===== src/rtl/pkt_ingress_writer_pkg.sv =====
// ----------------------------------------------------------------------------
// pkt_ingress_writer_pkg
// Shared packet-buffer constants and record types used by the ingress writer
// and its neighbours (emptylist, data mover, metadata consumer).
//   PKT_NUM / PKT_AWIDTH   : number of packet slots and pktID width
//   FLIT_SHIFT             : log2 of buffer slots per packet (address shift)
//   PKTBUF_AWIDTH          : packet buffer word address width
//   flit_t                 : one buffer word {data, sop, eop, empty}
//   metadata_t             : per-packet record {pkt_id, flits, len, pkt_flags}
//   PKT_ETH/PKT_PCIE/PKT_DROP : pkt_flags encodings
// ----------------------------------------------------------------------------
package pkt_ingress_writer_pkg;

    localparam int unsigned PKT_NUM       = 64;
    localparam int unsigned PKT_AWIDTH    = $clog2(PKT_NUM);
    localparam int unsigned FLIT_SHIFT    = 5;
    localparam int unsigned PKTBUF_AWIDTH = PKT_AWIDTH + FLIT_SHIFT;
    localparam int unsigned FLIT_DWIDTH   = 512;
    localparam int unsigned EMPTY_WIDTH   = 6;
    localparam int unsigned LEN_WIDTH     = 16;

    typedef logic [2:0] pkt_flags_t;

    localparam pkt_flags_t PKT_ETH  = 3'b001;
    localparam pkt_flags_t PKT_PCIE = 3'b010;
    localparam pkt_flags_t PKT_DROP = 3'b100;

    typedef struct packed {
        logic [FLIT_DWIDTH-1:0] data;
        logic                   sop;
        logic                   eop;
        logic [EMPTY_WIDTH-1:0] empty;
    } flit_t;

    typedef struct packed {
        logic [PKT_AWIDTH-1:0] pkt_id;
        logic [FLIT_SHIFT-1:0] flits;
        logic [LEN_WIDTH-1:0]  len;
        pkt_flags_t            pkt_flags;
    } metadata_t;

    // Buffer word address of slot idx within packet id.
    function automatic logic [PKTBUF_AWIDTH-1:0] pktbuf_addr(
        input logic [PKT_AWIDTH-1:0] id,
        input logic [FLIT_SHIFT-1:0] idx
    );
        return {id, idx};
    endfunction

endpackage


===== src/rtl/pkt_ingress_writer.sv =====
// ----------------------------------------------------------------------------
// pkt_ingress_writer
// Takes the Ethernet RX flit stream, tags each packet with a pktID prefetched
// from the packet emptylist, writes its flits into the packet buffer at
// (pktID << 5) + flit index and, after the last flit, hands one metadata_t
// record to the downstream metadata consumer.
//
// Ports:
//   clk, rst                 clock, synchronous active-high reset
//   in_sop/eop/valid/data/empty, in_ready   RX flit stream (accept = valid & ready)
//   emptylist_out_data/valid, emptylist_out_ready   free pktID source (pop)
//   pkt_buffer_address/write/writedata      registered buffer write port
//   meta_valid/meta_data, meta_ready        metadata record handshake
//   stat_pkt_cnt, stat_drop_cnt             packets emitted / dropped
//
// Build option: define INGRESS_STATS_EN to enable the statistics counters;
// when undefined both stat outputs are tied to zero.
//
// MAX_FLITS must equal 1 << FLIT_SHIFT so slots line up with the address shift.
// ----------------------------------------------------------------------------
module pkt_ingress_writer
    import pkt_ingress_writer_pkg::*;
#(
    parameter int unsigned MAX_FLITS     = 32,
    parameter pkt_flags_t  DEFAULT_FLAGS = PKT_PCIE
) (
    input  logic                     clk,
    input  logic                     rst,
    input  logic                     in_sop,
    input  logic                     in_eop,
    input  logic                     in_valid,
    input  logic [FLIT_DWIDTH-1:0]   in_data,
    input  logic [EMPTY_WIDTH-1:0]   in_empty,
    output logic                     in_ready,
    input  logic [PKT_AWIDTH-1:0]    emptylist_out_data,
    input  logic                     emptylist_out_valid,
    output logic                     emptylist_out_ready,
    output logic [PKTBUF_AWIDTH-1:0] pkt_buffer_address,
    output logic                     pkt_buffer_write,
    output flit_t                    pkt_buffer_writedata,
    output logic                     meta_valid,
    output metadata_t                meta_data,
    input  logic                     meta_ready,
    output logic [31:0]              stat_pkt_cnt,
    output logic [31:0]              stat_drop_cnt
);

    localparam int unsigned IDX_W = FLIT_SHIFT + 1;
    localparam logic [IDX_W-1:0] MAX_IDX = IDX_W'(MAX_FLITS);

    typedef enum logic [1:0] {StIdle, StWrite, StDrop} state_t;

    state_t                 state;
    logic                   id_valid;
    logic [PKT_AWIDTH-1:0]  id_reg;
    logic [PKT_AWIDTH-1:0]  cur_id;
    logic [IDX_W-1:0]       flit_idx;
    logic [LEN_WIDTH-1:0]   len_acc;
    logic                   oversize;

    logic                   accept;
    logic                   pop;
    logic                   meta_fire;
    logic                   in_limit;
    logic                   over_now;
    logic [IDX_W-1:0]       idx_inc;
    logic [LEN_WIDTH-1:0]   len_next;
    logic [LEN_WIDTH-1:0]   len_eop;
    logic [LEN_WIDTH-1:0]   len_single;
    logic [FLIT_SHIFT-1:0]  flits_eop;
    flit_t                  in_flit;

    // A pending, unaccepted metadata record stalls the whole input stream.
    assign in_ready            = !(meta_valid & !meta_ready);
    assign accept              = in_valid & in_ready;
    assign emptylist_out_ready = !id_valid;
    assign pop                 = emptylist_out_valid & !id_valid;
    assign meta_fire           = meta_valid & meta_ready;

    assign in_limit   = flit_idx < MAX_IDX;
    assign over_now   = oversize | !in_limit;
    assign idx_inc    = flit_idx + IDX_W'(1);
    assign len_next   = len_acc + LEN_WIDTH'(64);
    assign len_eop    = len_next - LEN_WIDTH'(in_empty);
    assign len_single = LEN_WIDTH'(64) - LEN_WIDTH'(in_empty);
    // A full (MAX_FLITS) count wraps to 0 in the 5-bit field.
    assign flits_eop  = in_limit ? idx_inc[FLIT_SHIFT-1:0] : '0;

    assign in_flit = '{data: in_data, sop: in_sop, eop: in_eop, empty: in_empty};

    always_ff @(posedge clk) begin
        if (rst) begin
            state                <= StIdle;
            id_valid             <= 1'b0;
            id_reg               <= '0;
            cur_id               <= '0;
            flit_idx             <= '0;
            len_acc              <= '0;
            oversize             <= 1'b0;
            pkt_buffer_write     <= 1'b0;
            pkt_buffer_address   <= '0;
            pkt_buffer_writedata <= '0;
            meta_valid           <= 1'b0;
            meta_data            <= '0;
        end else begin
            pkt_buffer_write <= 1'b0;
            if (meta_fire) begin
                meta_valid <= 1'b0;
            end
            if (pop) begin
                id_reg   <= emptylist_out_data;
                id_valid <= 1'b1;
            end
            // A flit is only accepted when the metadata slot is free, so an
            // emit below never overwrites an unconsumed record.
            if (accept) begin
                unique case (state)
                    StIdle: begin
                        if (in_sop && id_valid) begin
                            id_valid             <= 1'b0;
                            cur_id               <= id_reg;
                            pkt_buffer_write     <= 1'b1;
                            pkt_buffer_address   <= pktbuf_addr(id_reg, '0);
                            pkt_buffer_writedata <= in_flit;
                            flit_idx             <= IDX_W'(1);
                            len_acc              <= LEN_WIDTH'(64);
                            oversize             <= 1'b0;
                            if (in_eop) begin
                                meta_valid <= 1'b1;
                                meta_data  <= '{pkt_id:    id_reg,
                                               flits:     FLIT_SHIFT'(1),
                                               len:       len_single,
                                               pkt_flags: DEFAULT_FLAGS};
                            end else begin
                                state <= StWrite;
                            end
                        end else if (in_sop && !in_eop) begin
                            state <= StDrop;
                        end
                    end
                    StWrite: begin
                        // sop here is just another middle flit.
                        if (in_limit) begin
                            pkt_buffer_write     <= 1'b1;
                            pkt_buffer_address   <= pktbuf_addr(cur_id,
                                                               flit_idx[FLIT_SHIFT-1:0]);
                            pkt_buffer_writedata <= in_flit;
                            flit_idx             <= idx_inc;
                        end else begin
                            oversize <= 1'b1;
                        end
                        len_acc <= len_next;
                        if (in_eop) begin
                            meta_valid <= 1'b1;
                            meta_data  <= '{pkt_id:    cur_id,
                                           flits:     flits_eop,
                                           len:       len_eop,
                                           pkt_flags: over_now ? PKT_DROP : DEFAULT_FLAGS};
                            state      <= StIdle;
                        end
                    end
                    StDrop: begin
                        if (in_eop) begin
                            state <= StIdle;
                        end
                    end
                    default: state <= StIdle;
                endcase
            end
        end
    end

`ifdef INGRESS_STATS_EN
    logic        drop_evt;
    logic        pkt_evt;
    logic [31:0] pkt_cnt;
    logic [31:0] drop_cnt;

    // Drops: sop with no pktID, or an oversize packet reaching its eop.
    assign drop_evt = accept & (((state == StIdle) & in_sop & !id_valid) |
                                ((state == StWrite) & in_eop & over_now));
    assign pkt_evt  = meta_fire & (meta_data.pkt_flags != PKT_DROP);

    always_ff @(posedge clk) begin
        if (rst) begin
            pkt_cnt  <= '0;
            drop_cnt <= '0;
        end else begin
            if (pkt_evt) begin
                pkt_cnt <= pkt_cnt + 32'd1;
            end
            if (drop_evt) begin
                drop_cnt <= drop_cnt + 32'd1;
            end
        end
    end

    assign stat_pkt_cnt  = pkt_cnt;
    assign stat_drop_cnt = drop_cnt;
`else
    assign stat_pkt_cnt  = '0;
    assign stat_drop_cnt = '0;
`endif

endmodule

===== config.mk =====
export PLATFORM = sky130hd
export DESIGN_NAME = pkt_ingress_writer
export DESIGN_NICKNAME = d
export VERILOG_FILES = /design/src/rtl/pkt_ingress_writer_pkg.sv /design/src/rtl/pkt_ingress_writer.sv
export SDC_FILE = /design/constraint.sdc
export NUM_CORES = 1
export LEC_CHECK = 0
export ABC_AREA = 1
export CORE_AREA = 8 8 444 446
export DETAILED_ROUTE_END_ITERATION = 6
export DIE_AREA = 0 0 452 454
export PLACE_DENSITY = 0.41
export SYNTH_ARGS = -nofsm -noshare
export SYNTH_HDL_FRONTEND = slang
export SYNTH_SLANG_ARGS = --single-unit

===== constraint.sdc =====
create_clock -name clk -period 1.9 [get_ports clk]
set_clock_uncertainty 0.05 [all_clocks]
set_input_delay 0.38 -clock clk [delete_from_list [all_inputs] [get_ports clk]]
set_output_delay 0.38 -clock clk [all_outputs]
set_load 0.1 [all_outputs]

Yosys cells after proc, flatten, opt, wreduce, memory -nomap -nowiden
Index checks and enable logic that the tools add are counted.
{ "totals": {"input_bits": 531, "word_cells": 93, "output_inout_bits": 629, "ff_bits": 601} }
{ "classes": {"mux": 37, "n_eq_ne": 10, "addsub": 4, "order_cmp": 1, "bitwise_logic": 6, "n_reduce_logical": 17} }
{ "ops": {"columns": ["op", "n"], "rows": [
  ["520-bit two-way mux", 2],
  ["520-bit case mux with 2 select lines", 1],
  ["30-bit two-way mux", 3],
  ["30-bit case mux with 2 select lines", 1],
  ["16-bit case mux with 2 select lines", 1],
  ["11-bit two-way mux", 2],
  ["11-bit case mux with 2 select lines", 1],
  ["16-bit by 7-bit adder with 16-bit output, second input constant", 1],
  ["16-bit two-way mux", 1],
  ["16-bit by 6-bit subtractor with 16-bit output", 1],
  ["1-bit two-way mux", 12],
  ["6-bit two-way mux", 2],
  ["6-bit case mux with 2 select lines", 1],
  ["4-bit AND reduction", 3],
  ["2-bit inequality test, second input constant", 5],
  ["2-bit two-way mux", 4],
  ["7-bit by 6-bit subtractor with 8-bit output, first input constant", 1],
  ["6-bit by 1-bit adder with 6-bit output, second input constant", 1],
  ["6-bit less-than comparator, second input constant", 1],
  ["3-bit inequality test, second input constant", 2],
  ["1-bit case mux with 2 select lines", 3],
  ["3-bit AND reduction", 2],
  ["1-bit zero test", 5],
  ["5-bit two-way mux", 1],
  ["13 further kinds", 18]
]} }

Longest topological paths before layout
{ "depth": {"word_depth": 6, "ltp_mapped": 12, "depth_no_buf": 12} }

Least setup slack after synthesis
OpenSTA, ideal clock, no wires.
{ "synth_path": {"path_kind": "register to register", "from": "register meta_valid", "to": "register pkt_buffer_writedata[100] in the netlist's numbering", "period_less_slack_ps": 2302, "setup_time_ps": 117, "stages_incl_launch_ff": 13, "n_path_buf": 3, "slack_ps": -402, "t_arrival_ps": 2135, "required_ps": 1733, "path_cell_list": "dfxtp_1 -> inv_1 -> nor2_2 -> nor2_4 -> nand2_2 -> nor2_4 -> nand2_2 -> inv_2 -> buf_6 -> buf_4 -> buf_4 -> nor2_1 -> nor2_1"} }
{ "synth_between": {"elab_chain_len": 4} }
{ "synth_rtl": {"columns": ["item", "line_no", "rtl"], "rows": [
  ["start: declaration", "pkt_ingress_writer.sv:41", "output logic meta_valid,"],
  ["start signal: assignment", "pkt_ingress_writer.sv:103", "meta_valid <= 1'b0;"],
  ["start signal: assignment", "pkt_ingress_writer.sv:108", "meta_valid <= 1'b0;"],
  ["start signal: assignment", "pkt_ingress_writer.sv:129", "meta_valid <= 1'b1;"],
  ["1-bit bitwise AND", "pkt_ingress_writer.sv:74", "assign in_ready = !(meta_valid & !meta_ready);"],
  ["1-bit zero test", "pkt_ingress_writer.sv:74", null],
  ["1-bit bitwise AND", "pkt_ingress_writer.sv:75", "assign accept = in_valid & in_ready;"],
  ["4-bit AND reduction (no line)", null, null],
  ["end signal: assignment", "pkt_ingress_writer.sv:124", "pkt_buffer_writedata <= in_flit;"],
  ["end signal: assignment", "pkt_ingress_writer.sv:147", "pkt_buffer_writedata <= in_flit;"],
  ["end: declaration", "pkt_ingress_writer.sv:40", "output flit_t pkt_buffer_writedata,"]
]} }
No other way between the ends.
A chain may end at the register's enable or synchronous reset.

Worst setup path in the final report
{ "layout_path": {"from": "register state[1]", "to": "register pkt_buffer_writedata[76] in the netlist's numbering"} }
{ "layout_between": {"elab_chain_len": 3, "elab_cells_between_ends": 7, "cone_classes": "eq/ne (3); mux (1); reduce/logical (3)"} }
{ "layout_rtl": {"columns": ["item", "line_no", "rtl"], "rows": [
  ["start: declaration", "pkt_ingress_writer.sv:53", "state_t state;"],
  ["start signal: assignment", "pkt_ingress_writer.sv:93", "state <= StIdle;"],
  ["start signal: assignment", "pkt_ingress_writer.sv:135", "state <= StWrite;"],
  ["start signal: assignment", "pkt_ingress_writer.sv:138", "state <= StDrop;"],
  ["2-bit by 1-bit equality test with 1-bit output / 2-bit zero test (equally long branches)", "pkt_ingress_writer.sv:117", "unique case (state)"],
  ["2-bit inequality test (no line) / 2-bit nonzero test (equally long branches)", null, null],
  ["4-bit AND reduction (no line)", null, null]
]} }
Parallel ways exist; a longest one is shown, timed or not.

==> summary.txt <==
outcome - complete, but fails checks
failing checks - setup timing
RD Place Congestion - 0.861
critical path's top delay family - buffers and inverters
CTS max path bufs - 3
Arrival @ worst endpoint - 2.49 ns
initial core utilization - 0.114
WHS Endpoint - pkt_buffer_writedata[344]
area of the mapped netlist - 21500 sq um
pwr dens - 1240 nW/um^2
RSZ-0062 raised after global routing - true
most frequent CP cell - nand2_4
Top-Level Pins - 1160
Final Non-Filler Cells - 6720
area leader, netlist - dfxtp_1
# setup viols final - 221
Port Buffers - 1094
crit path from - state[1]
Top FF cell, synth - dfxtp_1
Crit Path Max Fanout - 19
crit end category - register
Final Util - 0.265
Slowest cell on crit path - dfxtp_2
core area - 190000 sq um
Tot GR Track Use - 0.143
number of synthesized flops with an enable pin - 0
CTS sink count - 594
Routed Antenna Nets - 0
CP required - 2.41 ns
register bit total from synthesis - 594
Synth top area share - 0.552
vias in the first global route - 23.1k
R2R Path End - pkt_buffer_writedata[76]
post-synthesis async set-or-reset flop share - 0
Reg2Reg Setup Slack - -0.08 ns
Syn Area/Cell - 7.69 sq um
DR vias/cell - 3.63
critical path class - reg -> reg
Root Driver - clkbuf_16
TritonRoute pass-1 iters - 5
Biggest register - pkt_buffer_writedata
cts bufs inserted - 82
DR DRC count - 0
pin count of the biggest net entering global routing - 66
Seq/Total Area, Yosys - 0.552
drt initial violations - 1503
Distinct cells, synth - 31
register share of total power - 0.262
combinational group share of total power - 0.481
FMAX - 505 MHz
layout net count - 4677
area grow syn2layout - 133%
Lkg Pwr - 19.3 nW
main area contributors after synthesis - dfxtp_1 55%, nor2_1 19%, o21ai_0 13%
Clock Power Share - 0.257
H-tree depth - 3
fin crit period - 1.98 ns
max_cap viols - 0
DR WL/cell - 24.6 um
crit path cell chain - inv_2 -> ha_4 -> nand2_4 -> nand2_4 -> nor2_4 -> buf_6 -> nand2_8 -> buf_16 -> buf_12 -> o21ai_4 -> nor2_1
Yosys warning count - 0
placed instance count - 6443
Reg-to-Reg Start - state[1]
Sw Ratio - 0.442
hold path cells - 3
initial antenna violation count - 43
Int Power - 34.6 mW
die area - 205000 sq um
hpwl dp - 126000 um
worst hold slack - 0.255 ns
row count - 160
FF-to-FF path depth - 11
biggest regs - pkt_buffer_writedata: 520 flops, meta_data: 29 flops, pkt_buffer_address: 11 flops
Worst-Skew Late Latency - 0.67 ns
HP Start - in_data[336]
Max stage delay on crit path - 0.33 ns
net switching power - 27.4 mW
CTS tree - yes
first-pass GRT wire length - 205000 um
Setup WS post-layout - -0.0812 ns
CP Buf/Inv Count - 4
Slew Limit Fails - 0
WL final - 165000 um
Die Span X - 452 um
type of origin of the critical path - register
Final Hold Viols - 0
clock slew at reported path FFs - 0.06 ns
max reg flops - 520
cells after synthesis - 2800
Max rail drop VDD - 0.752 mV
GRT overflow - 0
Hold Crit Class - in -> reg
Tcrit/Tclk final - 1.04
die height - 454 um
layout cells sized above 1 - 0.350
routed via count - 24.4k
==> area by class of cell <==
cell class	count	area, sq um
Clock inverter	36	418
Inverter	45	223
Timing Repair inverter	1	5.00
Antenna cell	7	17.5
Fill cell	20000	139000
Timing Repair Buffer	1444	21800
Clock buffer	110	2320
Multi-Input combinational cell	1972	10300
Tap cell	2511	3140
Sequential cell	594	11900
==> how the worst max path moves through the flow <==
stage,end,slack (ns),cells after the start
global route,pkt_buffer_writedata[227],-0.16,13
floorplan,pkt_buffer_writedata[100],0.08,12
finish,pkt_buffer_writedata[76],-0.08,11
CTS,pkt_buffer_writedata[474],-0.13,12
detailed placement,pkt_buffer_writedata[76],-0.75,10
global placement,pkt_buffer_writedata[76],-0.80,10
==> logic make-up after synthesis <==
family                     synth area share
and+or+nand+nor                       0.225
AOI/OAI and AO/OA                     0.145
DFF                                   0.552
buffers and inverters                0.0700
xor gates and xnor gates            0.00366
adders and majority gates           0.00349
other                              0.000174
==> synthesized netlist by cell type, drive strengths merged, types with 4 or more instances <==
library cell / number
a21oi: 54
buf: 127
clkbuf: 127
dfxtp: 594
ha: 6
inv: 44
nand2: 125
nand3: 21
nor2: 1117
nor3: 4
o21ai: 562
xor2: 8
==> worst register-to-register path, stage by stage (launching register included) <==
cell and delay, ns:
dfxtp_2 0.33, inv_2 0.06, ha_4 0.19, nand2_4 0.07, nand2_4 0.05, nor2_4 0.19, buf_6 0.16, nand2_8 0.12
buf_16 0.20, buf_12 0.21, o21ai_4 0.20, nor2_1 0.06
==> power by group through the flow <==
stage | logic [mW] | clock network, mW | registers, mW
2_1_floorplan | 4.00 | 0 | 26.8
5_1_grt | 30.9 | 17.0 | 16.5
4_1_cts | 27.8 | 16.6 | 16.2
3_3_place_gp | 26.4 | 0 | 16.3
3_5_place_dp | 26.4 | 0 | 16.4
6_report | 29.8 | 15.9 | 16.3
==> timing repair <==
item	CTS	global route
hold endpoints to repair	0	0
gates cloned	26	66
pin swaps	69	140
gates resized for setup	270	843
endpoints found under the setup margin	526	584
buffers inserted	29	32
hold buffers	0	0
==> metrics by stage <==
stage	area (sq um)	setup TNS [ns]	total power, mW	setup slack [ns]
5_1_grt	50200	-32.18	64.4	-0.163
4_1_cts	46800	-29.22	60.5	-0.127
3_5_place_dp	42400	-246.99	42.7	-0.752
2_1_floorplan	21800	0	30.8	0.0762
3_3_place_gp	42400	-256.70	42.7	-0.800
6_report	50200	-5.26	62.0	-0.0812
==> layout by cell type, fill, tap and decap left out, drive strengths merged, types with 4 or more instances in the layout <==
cell | Yosys | routed
diode | 0 | 7
a21oi | 54 | 54
inv | 44 | 46
clkbuf | 127 | 159
clkdlybuf4s50 | 0 | 530
clkinv | 1 | 23
conb | 1 | 65
nor2 | 1117 | 1117
dfxtp | 594 | 594
clkinvlp | 0 | 7
nand3 | 21 | 21
ha | 6 | 6
nor3 | 4 | 4
xor2 | 8 | 8
nand2 | 125 | 126
bufinv | 0 | 6
o21ai | 562 | 562
buf | 127 | 863
==> layer usage <==
metal	share of wire	global-route usage	vias to the layer above
met5	0.00025	0	-
met2	0.48	0.242	971
met3	0.098	0.0657	213
met1	0.40	0.167	11600
met4	0.023	0.0306	6
li1	-	-	11600
Power figures use the tool's default switching activity.
